$ cat src/rtl/bus_grant_scheduler.sv
// Purpose : grant controller for the shared SRAM port (master 0 = IFU, master 1 = LSU);
//           drives the one-hot select of the AXI4-Lite mux beside it.
// Latency : grant registered, 1 cycle after req/prerequest; back-to-back handover on done.
// Backpressure: the owner holds the grant until its done; losers wait, bounded by starvation counters.
// Ports   : clk_i, rst_i (sync, active-high); prerequest_i/req_i/done_i per master;
//           grant_o one-hot owner, grant_id_o binary owner (0 when idle), busy_o = not idle.
// Option  : define BUS_SCHED_RR_EN for round-robin base policy; default is fixed priority,
//           highest index wins. Starvation forcing (lowest index first) is active in both builds.
module bus_grant_scheduler #(
    parameter int NMST     = 2,
    parameter int MAX_WAIT = 15,
    parameter int RSV_WIN  = 2,
    localparam int IDW     = (NMST > 1) ? $clog2(NMST) : 1
) (
    input  logic            clk_i,
    input  logic            rst_i,
    input  logic [NMST-1:0] prerequest_i,
    input  logic [NMST-1:0] req_i,
    input  logic [NMST-1:0] done_i,
    output logic [NMST-1:0] grant_o,
    output logic [IDW-1:0]  grant_id_o,
    output logic            busy_o
);

    typedef enum logic [1:0] {
        ST_IDLE,
        ST_RSV,
        ST_OWN
    } state_t;

    localparam logic [7:0] MAX_W    = 8'(MAX_WAIT);
    localparam logic [7:0] RSV_LAST = 8'(RSV_WIN - 1);

    state_t                 state_q, state_d;
    logic [NMST-1:0]        grant_q, grant_d;
    logic [IDW-1:0]         gid_q, gid_d;
    logic [7:0]             rsv_q, rsv_d;
    logic [NMST-1:0][7:0]   wait_q, wait_d;
    logic [NMST-1:0]        sat_vec;
    logic [NMST-1:0]        cand;
    logic                   win_vld;
    logic [IDW-1:0]         win_idx;
    logic                   new_grant;
`ifdef BUS_SCHED_RR_EN
    logic [IDW-1:0]         rr_ptr_q, rr_ptr_d;
`endif

    // Starved candidates win first (lowest index); otherwise the base policy decides.
    function automatic logic [IDW:0] arbitrate(input logic [NMST-1:0] c,
                                               input logic [NMST-1:0] sat);
        logic           found;
        logic [IDW-1:0] idx;
`ifdef BUS_SCHED_RR_EN
        int             j;
`endif
        found = 1'b0;
        idx   = '0;
        // Descending scan so the lowest starved index is the last write.
        for (int i = NMST - 1; i >= 0; i--) begin
            if (c[i] && sat[i]) begin
                found = 1'b1;
                idx   = i[IDW-1:0];
            end
        end
        if (!found) begin
`ifdef BUS_SCHED_RR_EN
            // Scan backwards from the far end so the first hit at/after rr_ptr wins.
            for (int k = NMST - 1; k >= 0; k--) begin
                j = (int'(rr_ptr_q) + k) % NMST;
                if (c[j]) begin
                    found = 1'b1;
                    idx   = j[IDW-1:0];
                end
            end
`else
            // Ascending scan: the highest requesting index is the last write.
            for (int i = 0; i < NMST; i++) begin
                if (c[i]) begin
                    found = 1'b1;
                    idx   = i[IDW-1:0];
                end
            end
`endif
        end
        return {found, idx};
    endfunction

    always_comb begin
        for (int i = 0; i < NMST; i++) begin
            sat_vec[i] = (wait_q[i] == MAX_W);
            if (grant_q[i] || !(req_i[i] || prerequest_i[i])) begin
                wait_d[i] = 8'd0;
            end else if (wait_q[i] != MAX_W) begin
                wait_d[i] = wait_q[i] + 8'd1;
            end else begin
                wait_d[i] = wait_q[i];
            end
        end
    end

    // IDLE arbitrates live requests before hints; OWN re-arbitrates with the owner masked.
    always_comb begin
        cand = '0;
        if (state_q == ST_OWN) begin
            cand = req_i & ~grant_q;
        end else if (|req_i) begin
            cand = req_i;
        end else begin
            cand = prerequest_i;
        end
        {win_vld, win_idx} = arbitrate(cand, sat_vec);
    end

    always_comb begin
        state_d   = state_q;
        grant_d   = grant_q;
        gid_d     = gid_q;
        rsv_d     = rsv_q;
        new_grant = 1'b0;
        case (state_q)
            ST_IDLE: begin
                if (win_vld) begin
                    new_grant = 1'b1;
                    state_d   = (|req_i) ? ST_OWN : ST_RSV;
                    rsv_d     = 8'd0;
                end
            end
            ST_RSV: begin
                if (req_i[gid_q]) begin
                    state_d = ST_OWN;
                end else if (rsv_q == RSV_LAST) begin
                    state_d = ST_IDLE;
                    grant_d = '0;
                    gid_d   = '0;
                end else begin
                    rsv_d = rsv_q + 8'd1;
                end
            end
            ST_OWN: begin
                if (done_i[gid_q]) begin
                    if (win_vld) begin
                        new_grant = 1'b1;
                    end else begin
                        state_d = ST_IDLE;
                        grant_d = '0;
                        gid_d   = '0;
                    end
                end
            end
            default: begin
                state_d = ST_IDLE;
                grant_d = '0;
                gid_d   = '0;
            end
        endcase
        if (new_grant) begin
            grant_d          = '0;
            grant_d[win_idx] = 1'b1;
            gid_d            = win_idx;
        end
    end

`ifdef BUS_SCHED_RR_EN
    always_comb begin
        rr_ptr_d = rr_ptr_q;
        if (new_grant) begin
            if (int'(win_idx) == NMST - 1) begin
                rr_ptr_d = '0;
            end else begin
                rr_ptr_d = win_idx + 1'b1;
            end
        end
    end
`endif

    always_ff @(posedge clk_i) begin
        if (rst_i) begin
            state_q  <= ST_IDLE;
            grant_q  <= '0;
            gid_q    <= '0;
            rsv_q    <= 8'd0;
            wait_q   <= '0;
`ifdef BUS_SCHED_RR_EN
            rr_ptr_q <= '0;
`endif
        end else begin
            state_q  <= state_d;
            grant_q  <= grant_d;
            gid_q    <= gid_d;
            rsv_q    <= rsv_d;
            wait_q   <= wait_d;
`ifdef BUS_SCHED_RR_EN
            rr_ptr_q <= rr_ptr_d;
`endif
        end
    end

    assign grant_o    = grant_q;
    assign grant_id_o = gid_q;
    assign busy_o     = (state_q != ST_IDLE);

endmodule

$ cat config.mk
export PLATFORM = sky130hd
export DESIGN_NAME = bus_grant_scheduler
export DESIGN_NICKNAME = d
export VERILOG_FILES = /design/src/rtl/bus_grant_scheduler.sv
export SDC_FILE = /design/constraint.sdc
export NUM_CORES = 1
export LEC_CHECK = 0
export ABC_AREA = 1
export BUFFER_PORTS_ARGS = -buffer_cell sky130_fd_sc_hd__clkbuf_2
export CORE_MARGIN = 1
export CORE_UTILIZATION = 35
export DETAILED_ROUTE_END_ITERATION = 7
export GPL_TIMING_DRIVEN = 0
export PLACE_DENSITY = 0.61
export SLEW_MARGIN = 10
export SYNTH_ARGS = -nofsm -noshare
export SYNTH_HDL_FRONTEND = slang
export SYNTH_SLANG_ARGS = --single-unit
$ cat constraint.sdc
create_clock -name clk_i -period 1.6 [get_ports clk_i]
set_input_delay 0.32 -clock clk_i [delete_from_list [all_inputs] [get_ports clk_i]]
set_output_delay 0.32 -clock clk_i [all_outputs]
set_load 0.05 [all_outputs]
# Yosys cells after proc, flatten, opt, wreduce, memory -nomap -nowiden
# Cells that the tools add are included.
# word_totals
register_bits	29
latch_bits	0
ram_bits	0
rom_bits	0
inputBits	8
out_inout_bits	4
memories	0
# classes
n_addsub	3
n_mul	0
div_mod_pow	0
magnitude_cmp	3
eq_ne	18
shift	0
n_mux	40
bitwise_logic	2
reduce_logical	18
# op_table
op	count
adder 8 x 1 -> 8 bit, second input constant	3
two-way mux 8 bit	3
two-way mux 1 bit	21
two-way mux 2 bit	10
== test 8 x 4 -> 1 bit, second input constant	2
!= test 8 x 4 -> 1 bit, second input constant	2
case mux 8 bit (2 select lines)	1
!= test 3 bit, second input constant	4
case mux 2 bit (3 select lines)	2
!= test 2 bit, second input constant	5
== test 8 x 1 -> 1 bit, second input constant	1
AND reduction 4 bit	2
OR reduction 2 bit	3
AND reduction 5 bit	1
logical OR 1 bit	4
less-than comparator 1 x 2 -> 1 bit, second input constant	2
nonzero test 2 bit	2
logical AND 1 bit	3
!= test 3 x 2 -> 1 bit, second input constant	1
case mux 1 bit (3 select lines)	1
AND 2 bit	1
== test 2 x 1 -> 1 bit, second input constant	1
== test 2 bit, second input constant	1
zero test 1 bit	2
6 further kinds	6

# Depth between registers and ports, before layout
# Gate-level depths: netlist (run 1).
# logic_depth
word_depth	14
mapped_depth	11

# Worst setup path before layout (run 1)
# OpenSTA, ideal clock, no wires.
# synth_path
kind	reg2reg
from	reg grant_q[1], in the netlist grant_o[1]
to	reg rsv_q[3]
setup_ns	0.115
arrival_time_ns	1.512
path_slack_ns	-0.027
path_stages_with_launch	11
path_buffers	1
cell_sequence	dfxtp_1 -> inv_1 -> nand2_1 -> nand2_1 -> nand2_2 -> nand2_4 -> nand2_4 -> nand2_4 -> buf_6 -> a21oi_1 -> nor2_1
# synth_via
elab_chain_cells	9
word_cells_on_any_way	10
# synth_lines
item	line	text
start, declared	35	logic [NMST-1:0] grant_q, grant_d;
start signal, assigned	188	grant_q <= grant_d;
inverter 2 bit (*)	105	cand = req_i & ~grant_q;
AND 2 bit (*)	105	
two-way mux 2 bit (*)	104	if (state_q == ST_OWN) begin
logical AND 1 bit	60	if (c[i] && sat[i]) begin
two-way mux 1 bit (2 in series)	60	
two-way mux 1 bit (*)	65	if (!found) begin
!= test 2 bit (no source line) (*)	n/a	
AND reduction 4 bit (no source line) (*)	n/a	
end signal, assigned	190	rsv_q <= rsv_d;
end, declared	37	logic [7:0] rsv_q, rsv_d;
# Mark *: on every way between the ends. The rest lies on a longest branch, timed or not.
# A chain may end at the register's enable or synchronous reset.

# Worst setup path after layout (run 1)
# layout_path
from	reg state_q[1]
to	out busy_o
# layout_via
elab_chain_cells	1
# layout_lines
item	line	text
start, declared	34	state_t state_q, state_d;
start signal, assigned	187	state_q <= state_d;
nonzero test 2 bit	200	assign busy_o = (state_q != ST_IDLE);
end, declared	22	output logic busy_o
# No other way between the ends.

==> results.txt, run 1 <==
- Outcome: finished, final reports clean
- For this block, the initial DRC count from the detailed router was 32.
* Area inside the core boundary: around 3400 um2
* Req. time, crit path: between 1 and 1.5 ns
- Counting every net in the synthesized netlist gives approximately 200.
- For this run, the share of the core covered by cells in the final layout is a little over two fifths.
- Across all layers, the routed design uses approximately 1.1k vias.
- Final Hold Violating Endpoints: 0
- Number of design rule violations left after detail routing: 0
* Critical path class: flip-flop to output pin
- In this run the power density over the cells is 1440 nW/um2.
- The synthesized netlist contains 28 unique library cells.
- Part of the Yosys area used for sequential elements: 32.4%
- Area growth from synthesis to layout: 14.3%
* RSZ-0062 raised after global routing: no
- Final RePlAce weighted congestion: between 0.7 and 0.8
- Ranking of synthesized cells by instance count: 42 x nand2_1, 39 x nor2_1, 23 x inv_1
* Met1 Use GR: between 10% and 20%
* Min-delay worst type: input port to flip-flop
- Data on the critical path arrives at its endpoint at ~1.2 ns.
* Clock tree from TritonCTS: done
* Worst clock skew on the final layout: just under 0.003 ns
* Critical Path Source Type: flip-flop
* Max H-tree Level: 1
* Fraction of final layout cells sized beyond drive strength 1: approximately 17%
* Avg WL per Cell: roughly 9.8 um
* Largest net degree at the start of global routing: 13
- Max Root-Sink Buffers: 2
* Antenna cells: 0
- The tool flagged a number of max-cap violations equal to 0.
- In the global route stage, met2 resource usage came out at about 26%.
- Syn Std Cell Area: 1230 um2
- Global Route Usage Sum: approximately 15%
- Post-synthesis average cell area: 6.57 um2
- The analysis attributes to cell leakage a power of ~0.60 nW.
* Max transition margin: 71.4%
- Fmax: approximately 0.66 GHz
- Number of flops mapped to enable cells by yosys: 0
- The first detailed-routing pass ran for 4 iterations.
- In the routed layout, each cell is associated on average with a via count of about 4.6.
- Synthesis produced a netlist whose cell count is approximately 190.
- The via count of the first global-routing pass is between 1k and 1.5k.
* Number of nets still failing antenna checks after routing: 0
- In the final design database the tool counted around 210 nets.
* Shortest clock period the worst path allows after layout: roughly 1.5 ns
- Top-count cell post-synth: nand2_1
* Final HPWL from detailed placement: between 1.5 and 2 mm
- Wires add up to 2.44 mm.
* Die boundary height: between 60 and 70 um
- Routing usage on met3: 4.41%
- Setup violations remaining at the end of the flow were counted as 0.
- Clock buffers created by TritonCTS: 3
- Buffers added to address setup during post-CTS repair amount to 0.
* Wire length of the first global-routing pass: 4.25 mm
- Die span in x: 61.4 um
- Port Buffers: 10
- STA classifies the critical path endpoint as an output pin.
- #FFs+latches synth: 20
- VDD sags by at most approximately 770 uV.
- Setup TNS after final layout: 0 ns
- Cell type contributing the most total cell area after synthesis: dfxtp_1
- Fin crit share: about 95%
* Share of async-settable or async-resettable flops after synthesis: 0%
- met2 is the most crowded layer.
- Ranked by total cell area, the synthesized netlist is headed by dfxtp_1 32%, nand2_1 13%, nor2_1 12%.
- Clock latency at the later pin of the worst-skew pair: about 0.31 ns
* Placement Rows: 21
- Clock Sink Count: 20
- Overflow left after global routing: 0
- Clock tree synthesis selected as its root buffer the cell clkbuf_4.
- The share of synthesized area in the top cell type comes to roughly a third.
* Number of antenna violations at the first check in global routing: 0
- The count of final max-slew check failures is 0.
- For the pin with the worst max-slew slack, the measured transition is approximately 0.43 ns.
* Clock transition at the registers of the reported paths: 0.12 ns
- Yosys printed 0 warnings.
* Area enclosed by the die boundary: around 3800 um2
- Once the floorplan was initialized, standard cells occupied roughly 37% of the core.
* I/O Pins: 12
- Critical path peak fanout: 5
* Most frequently used flop master after synthesis: dfxtp_1
-- area by class of cell --
class                           count  area (um2)
Clock inverter                      1        30.0
Tap cell                           46        57.6
Clock buffer                        3        22.5
Multi-Input combinational cell    141         732
Sequential cell                    20         407
Inverter                           24        90.1
Buffer                              3        22.5
Fill cell                         383        1950
Timing Repair Buffer               10        50.0
-- layer usage --
metal	share of wire, %	wire [um]
met1	50	1220
met2	46	1130
met3	2.5	60
met4	0.86	21
met5	0	0
-- sequential cells by signal (all words and copies together) (netlist names) --
name and cells:
rsv_q 8, wait_q 8, grant_o 2, state_q 2
-- cells in the final DEF, fill, tap and decap left out --
| master | n |
|---|---|
| dfxtp_2 | 5 |
| buf_4 | 1 |
| nor2_1 | 37 |
| o21ai_0 | 2 |
| nand2_1 | 42 |
| o211ai_1 | 1 |
| buf_6 | 1 |
| nor2_4 | 2 |
| o21ai_1 | 3 |
| clkbuf_2 | 10 |
| xnor2_1 | 3 |
| a21oi_1 | 13 |
| nand3_2 | 2 |
| o21bai_1 | 1 |
| nand3_4 | 1 |
| xor2_1 | 4 |
| o21a_1 | 1 |
| bufinv_16 | 1 |
| nand3_1 | 11 |
| inv_1 | 23 |
| nand3b_1 | 1 |
| nand2_4 | 3 |
| clkbuf_1 | 1 |
| dfxtp_1 | 15 |
| nor2_2 | 2 |
| clkbuf_4 | 3 |
| ha_1 | 3 |
| nand2_2 | 2 |
| nor3_1 | 1 |
| and2_1 | 1 |
| nand4_1 | 5 |
| inv_2 | 1 |
-- critical path, cell delays in order, from the launching register on --
cell and delay, ns:
dfxtp_2 0.38, nor2_4 0.19, inv_1 0.08, clkbuf_2 0.24
-- power breakdown --
part	internal (mW)	leakage (nW)	switching, mW
clock network	0.253	0.0279	0.165
registers	0.582	0.164	0.0980
logic	0.312	0.411	0.625
-- through the flow --
step	instance area, um2	instances	worst slack [ns]	hold WS [ns]	total power [mW]
2_1_floorplan	1240	188	0.0437	0.447	1.43
3_3_place_gp	1340	244	0.0971	0.478	1.60
3_5_place_dp	1340	244	0.126	0.486	1.60
4_1_cts	1400	248	0.0126	0.335	2.05
5_1_grt	1410	248	0.00255	0.347	2.19
6_report	1410	248	0.0814	0.339	2.04
-- timing repair --
item,CTS,global route
gates resized for setup,2,5
endpoints found under the setup margin,1,9
hold buffers,0,0
-- worst paths after layout --
check                                 from          to  slack [ns]  cells after the start
worst max-delay path            state_q[1]      busy_o        0.08                      3
worst min-delay path              req_i[0]  state_q[0]        0.34                      4
worst max register to register   wait_q[1]  grant_o[0]        0.14                      9
worst min register to register   wait_q[0]   wait_q[0]        0.46                      1
-- cells by family (layout without fill, tap and decap cells) --
group	Yosys count	after routing	synth area share (%)
simple gates	110	110	41.3
buf+inv	27	41	9.12
compound gates	21	21	9.12
flops	20	20	32.4
xor+xnor	7	7	4.96
fa+ha+maj	3	3	3.04
Note: power is estimated with default switching activity, not from simulation.
==> run 2, diff against run 1 <==
==> constraint.sdc (replaced) <==
create_clock -name clk_i -period 1.5 [get_ports clk_i]
set_input_delay 0.3 -clock clk_i [delete_from_list [all_inputs] [get_ports clk_i]]
set_output_delay 0.3 -clock clk_i [all_outputs]
set_load 0.05 [all_outputs]
==> run 2 against run 1 <==
Net effect: power rose by 5.2%; global-route usage fell by 0.46 points; critical path depth rose by 7; critical path type is now flip-flop to flip-flop; largest power group unchanged.
==> results.txt, run 2 (same netlist as run 1, synthesis figures left out) <==
* Net Sw Frac: between 40% and 50%
- For this design, the sink count on the clock tree is 20.
- Based on the critical path, the design can be clocked at up to just over 0.7 GHz.
- In the finished design, the share of the clock period the worst path needs comes to approximately 93%.
- The most critical setup path has its endpoint at rsv_q[2].
* Worst min-delay path startpoint: req_i[0]
* Overflow left after global routing: 0
- Filler cell count: approximately 390
- The analysis attributes to cell leakage a power of between 0.6 and 0.7 nW.
- Worst Setup Slack, final: ~0.11 ns
- Regs by FF count: rsv_q x8, wait_q x8
* Total wire length after detailed routing: about 2.4 mm
- Critical Path Source Type: flip-flop
* Slowest stage delay, CP: 0.33 ns
- The min-delay analysis places its worst path in the category input port to flip-flop.
- Critical-path cell with the highest stage delay: dfxtp_2
* Crit path DAT: ~1.6 ns
* Number of antenna violations at the first check in global routing: 0
* Area enclosed by the die boundary: between 3000 and 4000 um2
* Clock tree root driver cell: clkbuf_4
* Area inside the core boundary: ~3400 um2
* Shortest clock period the worst path allows after layout: approximately 1.4 ns
- Req. time, crit path: 1.69 ns
- Die boundary height: around 61 um
* Combined area of the multi-input logic cells: ~750 um2
* Worst reg2reg path startpoint: rsv_q[1]
* Final standard cell utilization of the core: between 40% and 50%
* Number of vias per cell: approximately 4.5
- The internal portion of the total power is between 1 and 1.5 mW.
- Worst clock skew on the final layout: between 0.007 and 0.008 ns
* Worst Tran Pin Value: ~0.44 ns
- Compared with the post-synthesis result, the final layout area differs by 19.4%.
- The critical path is of the flip-flop to flip-flop type.
* Endpoint class of the critical path: flip-flop
* Outcome: finished, final reports clean
- Iteration-0 DRC Markers: 45
- The count of endpoints failing hold in the final timing report is 0.
- The first detailed-routing pass took 4 iterations.
- Net count of the finished layout: 223
- Non-Filler Cell Area, Final: approximately 1500 um2
- VDD sags by at most about 690 uV.
- Most common cell after layout, fill and taps aside: nand2_1
- TritonCTS built the clock tree.
* Area of placed instances: between 1000 and 1500 um2
* Number of nets still failing antenna checks after routing: 0
- Avg WL per Cell: 9.43 um
* List of cells traversed by the critical path: inv_1, ha_1, inv_1, nor2_1, nand4_1, nand3_4, nand2_4, buf_6, a21oi_1, nor2_1
- The number of hold buffers added after CTS was 0.
- Number of design rule violations left after detail routing: 0
- Setup violators final: 0
- Number of cell instances on the worst register-to-register path: 10
* Worst setup startpoint: rsv_q[1]
- Summing over every cut layer, the via total after detailed routing is roughly 1.1k.
* Global Route Usage Sum: between 10% and 20%
- Entering global routing, the biggest net connects 11 pins.
- Clock-pin slew was measured on the worst setup and hold paths at between 0.1 and 0.15 ns.
- The die is around 61 um wide.
- Sequential cell area: around 420 um2
* Power density of the placed cells: roughly 1500 nW/um2
* Critical path peak fanout: 10
- The clock reaches the later pin of the worst-skew pair after 0.29 ns.
- Share of total power in the clock network: between 10% and 20%
* Wire length of the first global-routing pass: 4.19 mm
* Net load switching power: around 0.96 mW
- The clock passes through at most 2 buffers.
- Total chip power: 2.14 mW
* Final RePlAce weighted congestion: ~0.83
- Effective utilization at floorplan: ~37%
- The count of final max-slew check failures came to 0.
- Counting the buffers created by CTS gives 3.
- In the layout the commonest cells are 42 x nand2_1, 36 x nor2_1, 22 x inv_1, 12 x a21oi_1, 12 x dfxtp_1.
* Placement Setup Slack: 0.0122 ns
* Max transition margin: roughly 70%
- During placement, the flow inserted port buffers numbering 10.
- Antenna cells: 0
- In the final layout, the share of cells above drive strength 1 is 23.8%.
- Placement Rows: 21
* Terminus of the critical flop-to-flop path: rsv_q[2]
* R2r setup slk: approximately 0.11 ns
* Inst Count DP: ~240
* Final HPWL from detailed placement: around 1.8 mm
* Non-filler instance count after layout: 256
- In this run, the combinational gates consume 54.6% of the power.
- In this run, flip-flops and latches consume around a third of the power.
- I/O Pins: 12
* Vias in the first global route: ~1.0k
- Max H-tree Level: 1
- Max-cap check violation count: 0
-- run 2: per-stage QoR --
step	hold WS, ns	TNS (ns)
final	0.344	0
after global routing	0.354	-0.00849
after CTS	0.329	0
after detailed placement	0.479	0
after global placement	0.478	0
after floorplan	0.447	0
-- run 2: final cells by class --
| class | count | area share [%] |
|---|---|---|
| Sequential cell | 20 | 28.2 |
| Multi-Input combinational cell | 141 | 50.6 |
| Buffer | 3 | 1.53 |
| Clock buffer | 3 | 1.53 |
| Inverter | 24 | 6.11 |
| Tap cell | 46 | 3.90 |
| Timing Repair Buffer | 19 | 8.15 |
-- run 2: power by group through the flow --
stage	registers, mW	clock network, mW	logic (mW)
floorplan	0.765	0	0.759
global placement	0.719	0	1.00
CTS	0.727	0.267	1.02
detailed placement	0.720	0	1.00
finish	0.726	0.246	1.17
global route	0.743	0.283	1.29
-- run 2: how the worst min path moves through the flow --
| stage | cells past startpoint | slack (ns) | endpoint |
|---|---|---|---|
| finish | 4 | 0.34 | state_q[0] |
| global route | 4 | 0.35 | state_q[0] |
| CTS | 4 | 0.33 | state_q[0] |
| detailed placement | 1 | 0.48 | wait_q[0] |
| global placement | 1 | 0.48 | wait_q[0] |
| floorplan | 1 | 0.45 | wait_q[0] |
-- run 2: repair_timing --
| item | in CTS | in global routing |
|---|---|---|
| resized for setup | 7 | 10 |
| endpoints found under the setup margin | 3 | 11 |
| pin swaps | 0 | 3 |
| buffers inserted | 0 | 9 |
-- run 2: routing by layer --
| metal | part of all wire, % | track usage [%] |
|---|---|---|
| met1 | 52 | 17.7 |
| met2 | 46 | 26.7 |
| met3 | 1.3 | 2.52 |
| met4 | 0.87 | 5.71 |
| met5 | 0 | 0 |
-- run 2: critical path, delay by kind of cell (launching register included) --
family                     cells  cell delay (ns)
AOI/OAI and AO/OA              1             0.12
adders and majority gates      1             0.12
buffers and inverters          3             0.21
DFF                            1             0.33
and+or+nand+nor                5             0.50
==> run 3, diff against run 2 <==
--- a/config.mk
+++ b/config.mk
@@ -5,7 +5,6 @@
 export SDC_FILE = /design/constraint.sdc
 export NUM_CORES = 1
 export LEC_CHECK = 0
-export ABC_AREA = 1
 export BUFFER_PORTS_ARGS = -buffer_cell sky130_fd_sc_hd__clkbuf_2
 export CORE_MARGIN = 1
 export CORE_UTILIZATION = 35
==> run 3 against run 2 <==
Net effect: the run now ends with negative setup slack left; setup slack worse by 0.29 ns; first-iteration DRC count is 8.9% lower; final cell count is 22% lower; synthesized cell count is 29% lower; routed wire length is 15% higher; clock skew is 0.0058 ns lower; highest routed layer unchanged; power is 40% lower; clock-buffer cell count is 1 higher; worst hold slack better by 0.016 ns; flip-flop and latch count stayed put; largest cell class unchanged.
==> results.txt, run 3 <==
- The flow ran to the end, but the final reports show violations.
* Violated checks: negative setup slack
- Summing the areas of all xor and xnor instances in the mapped netlist gives approximately 5.4% of the synthesized area.
- Top library cells by usage in the layout, fill and taps aside: 11 x nor2_1, 11 x dfxtp_1, 10 x buf_4, 8 x a21oi_1, 8 x clkbuf_2
- Top-count cell post-synth: dfxtp_1
* Syn Nets: between 100 and 150
- The finished cells cover approximately 1600 um2.
- Endpoint class of the critical path: flip-flop
- Detailed routing placed a total of 1.42 mm of wire on met2.
- Area growth from synthesis to layout: 40.1%
- Clock latency at the later pin of the worst-skew pair: 0.30 ns
* Effective utilization at floorplan: between 30% and 40%
* Worst min-delay path startpoint: done_i[1]
- Number of cell instances on the worst register-to-register path: 6
* Critical-path cell with the highest stage delay: or4_4
- Port Buffers: 9
- Peak ir drop on the vdd network: around 650 uV
- In this run the remaining antenna-violating nets after routing total 0.
- Setup total negative slack on the finished layout was measured at -0.846 ns.
* Worst Setup Slack, final: -0.181 ns
* Worst reg2reg path startpoint: rsv_q[1]
* List of cells traversed by the critical path: inv_2, ha_4, nor4b_4, a211o_4, or4_4, a21oi_2
- Max transition margin: between 60% and 70%
* Detailed-routed wire length on met3: between 80 and 90 um
- Counting along the longest clock path gives a buffer depth of 2.
* Static leakage power: between 0.5 and 0.6 nW
- The largest registers in the layout are rsv_q x8, wait_q x8.
* Avg WL per Cell: 14.0 um
- dfxtp_1 takes more of the synthesized area than any other cell.
* Req. time, crit path: 1.75 ns
- Total wire length after detailed routing: around 2.8 mm
* Clock buffers created by TritonCTS: 3
* RSZ-0062 raised after global routing: yes
- The finished layout holds 199 standard cells, fillers aside.
* Dominant delay contributor by cell family on the critical path: simple AND/OR/NAND/NOR gates
- Area enclosed by the die boundary: ~3500 um2
- Shortest clock period the worst path allows after layout: approximately 1.7 ns
- Of the total synthesized cell area, the portion taken by AND, OR, NAND and NOR gates is 25.3%.
- The repair_antennas step left the layout with diodes totalling 0.
- Part of the Yosys area used for sequential elements: a little over a third
- DRT met1 WL: between 1 and 1.5 mm
- Summed over all layers, the global routing overflow is 0.
- Most frequently used flop master after synthesis: dfxtp_1
* Die span in x: ~59 um
* Critical Path Source Type: flip-flop
* Synthesized-area fraction occupied by ao, oa, aoi and oai cells: 20.5%
- On the final layout, the worst hold slack is 0.360 ns.
- For this run, the post-layout net count is 167.
- Slowest stage delay, CP: roughly 0.42 ns
* Vias post-DR: 1068
* Number of antenna violations at the first check in global routing: 0
* Critical path peak fanout: 8
* Area inside the core boundary: just over 3000 um2
- Across all register-to-register paths, the minimum setup slack is -0.18 ns.
* Largest net degree at the start of global routing: 13
* Count of mapped cells out of synthesis: ~130
- Main combinational cell family by area after synthesis: simple AND/OR/NAND/NOR gates
- Crit path DAT: between 1.5 and 2 ns
* Syn Std Cell Area: 1130 um2
- Across the run, the number of max-cap violations was 0.
- Inst Count DP: 187
* Power density of the placed cells: just over 800 nW/um2
- Fmax: just under 0.6 GHz
- The root buffer cell chosen for the clock tree is clkbuf_4.
* Area of placed instances: between 1000 and 1500 um2
* Fin crit share: 112%
* Pre-antenna DRT Iters: 4
- The post-route netlist has just over 40% of its cells at a drive strength greater than 1.
- On the final layout, the worst clock skew is 0.00123 ns.
- From bottom edge to top edge, the die measures ~59 um.
- Share of async-settable or async-resettable flops after synthesis: 0%
* Wire length of the first global-routing pass: between 4 and 5 mm
- Iteration-0 DRC Markers: a little over 40
- Count of yosys warnings during synthesis: 0
* Area contributors post-synth: dfxtp_1 36%, a21oi_1 4.4%, nor2_1 3.7%
- After detailed routing, the number of remaining DRC violations is 0.
- Stages on the worst setup path: 6
- Placement Rows: 20
* Min-delay worst type: input port to flip-flop
- The design draws about 1.3 mW.
* Fraction of synthesized area in multiplexers: around 4.0%
- Clock tree synthesis found a total of 20 sinks.
- For hold timing, the worst endpoint is state_q[1].
* Clock transition at the registers of the reported paths: ~0.12 ns
- Top Layer Used: met4
- Worst Tran Pin Value: ~0.6 ns
- The worst register-to-register path ends at rsv_q[3].
- The synthesized design contains 20 register bits.
* Post-synthesis average cell area: about 8.4 um2
* Final Hold Violating Endpoints: 0
- Adder-cell share of the synthesized area: around 3.3%
* Vias in the first global route: approximately 1k
* Cell depth of the worst min-delay path: 4
- Final standard cell utilization of the core: between 50% and 60%
- Global Route Usage Sum: between 15 and 20%
* Fraction of post-synthesis cell area in the top cell type by area: 35.5%
- TritonCTS built the clock tree.
- In this run the number of H-tree levels came out at 1.
- Final HPWL from detailed placement: between 1.5 and 2 mm
- Setup violations remaining at the end of the flow were counted as 9.
- Before CTS, the worst setup slack after placement is -0.263 ns.
- Final RePlAce weighted congestion: 0.847
* Ranking of synthesized cells by instance count: 20 x dfxtp_1, 11 x nor2_1, 10 x a21oi_1
* Number of flops mapped to enable cells by yosys: 0
* Distinct cell type count after synthesis: 46
- The count of final max-slew check failures is 0.
* I/O Pins: 12
- The number of buffers and inverters on the critical path is 1.
- Using the TritonRoute via totals, the vias-per-cell ratio works out to approximately 5.4.
- The setup path with the least slack is of type flip-flop to flip-flop.
- Filler cell count: 289
## run 3: metal layers
metal / GRT usage (%) / vias to the layer above
li1: - / 536
met1: 22.0 / 507
met2: 28.7 / 21
met3: 4.18 / 4
met4: 2.72 / 0
met5: 0 / -
## run 3: power by group
| group | internal, mW | switching [mW] | total [mW] |
|---|---|---|---|
| combinational | 0.128 | 0.201 | 0.329 |
| clock | 0.203 | 0.174 | 0.378 |
| sequential | 0.550 | 0.0233 | 0.573 |
| total | 0.882 | 0.398 | 1.28 |
## run 3: timing repair
| action | in CTS | in global routing |
|---|---|---|
| pin swaps | 3 | 8 |
| buffers inserted | 6 | 3 |
| hold buffers | 0 | 0 |
| endpoints found under the setup margin | 15 | 17 |
| resized for setup | 20 | 28 |
## run 3: how the worst max path moves through the flow
stage                     from         end  slack [ns]
floorplan           grant_o[1]    rsv_q[3]       -0.26
CTS                 grant_o[1]    rsv_q[3]       -0.21
detailed placement    req_i[1]  grant_o[1]       -0.26
finish                rsv_q[1]    rsv_q[3]       -0.18
global route          rsv_q[1]    rsv_q[3]       -0.21
global placement      req_i[1]  grant_o[1]       -0.22
## run 3: area by class of cell
| cell class | instances | area [um2] | share of cell area (%) |
|---|---|---|---|
| plain buffers | 6 | 46.3 | 2.93 |
| clock buffers | 4 | 47.5 | 3.01 |
| inverters | 7 | 26.3 | 1.66 |
| multi-input cells | 100 | 858 | 54.4 |
| flip-flops and latches | 20 | 424 | 26.9 |
| well taps | 44 | 55.1 | 3.49 |
| repair buffers | 18 | 121 | 7.69 |
## run 3: kinds of logic after synthesis
| family | after synthesis |
|---|---|
| muxes | 4 |
| and+or+nand+nor | 51 |
| xor gates and xnor gates | 7 |
| adders and majority gates | 3 |
| AOI/OAI and AO/OA | 35 |
| DFF | 20 |
| buffers and inverters | 14 |
## run 3: worst reg2reg max path, delay by kind of cell, from the launching register on
| kind | cells | cell delay (ns) |
|---|---|---|
| AO/OA/AOI/OAI | 2 | 0.50 |
| adder cells (fa/ha/maj) | 1 | 0.15 |
| buffers and inverters | 1 | 0.05 |
| flip-flops | 1 | 0.36 |
| AND/OR/NAND/NOR | 2 | 0.55 |
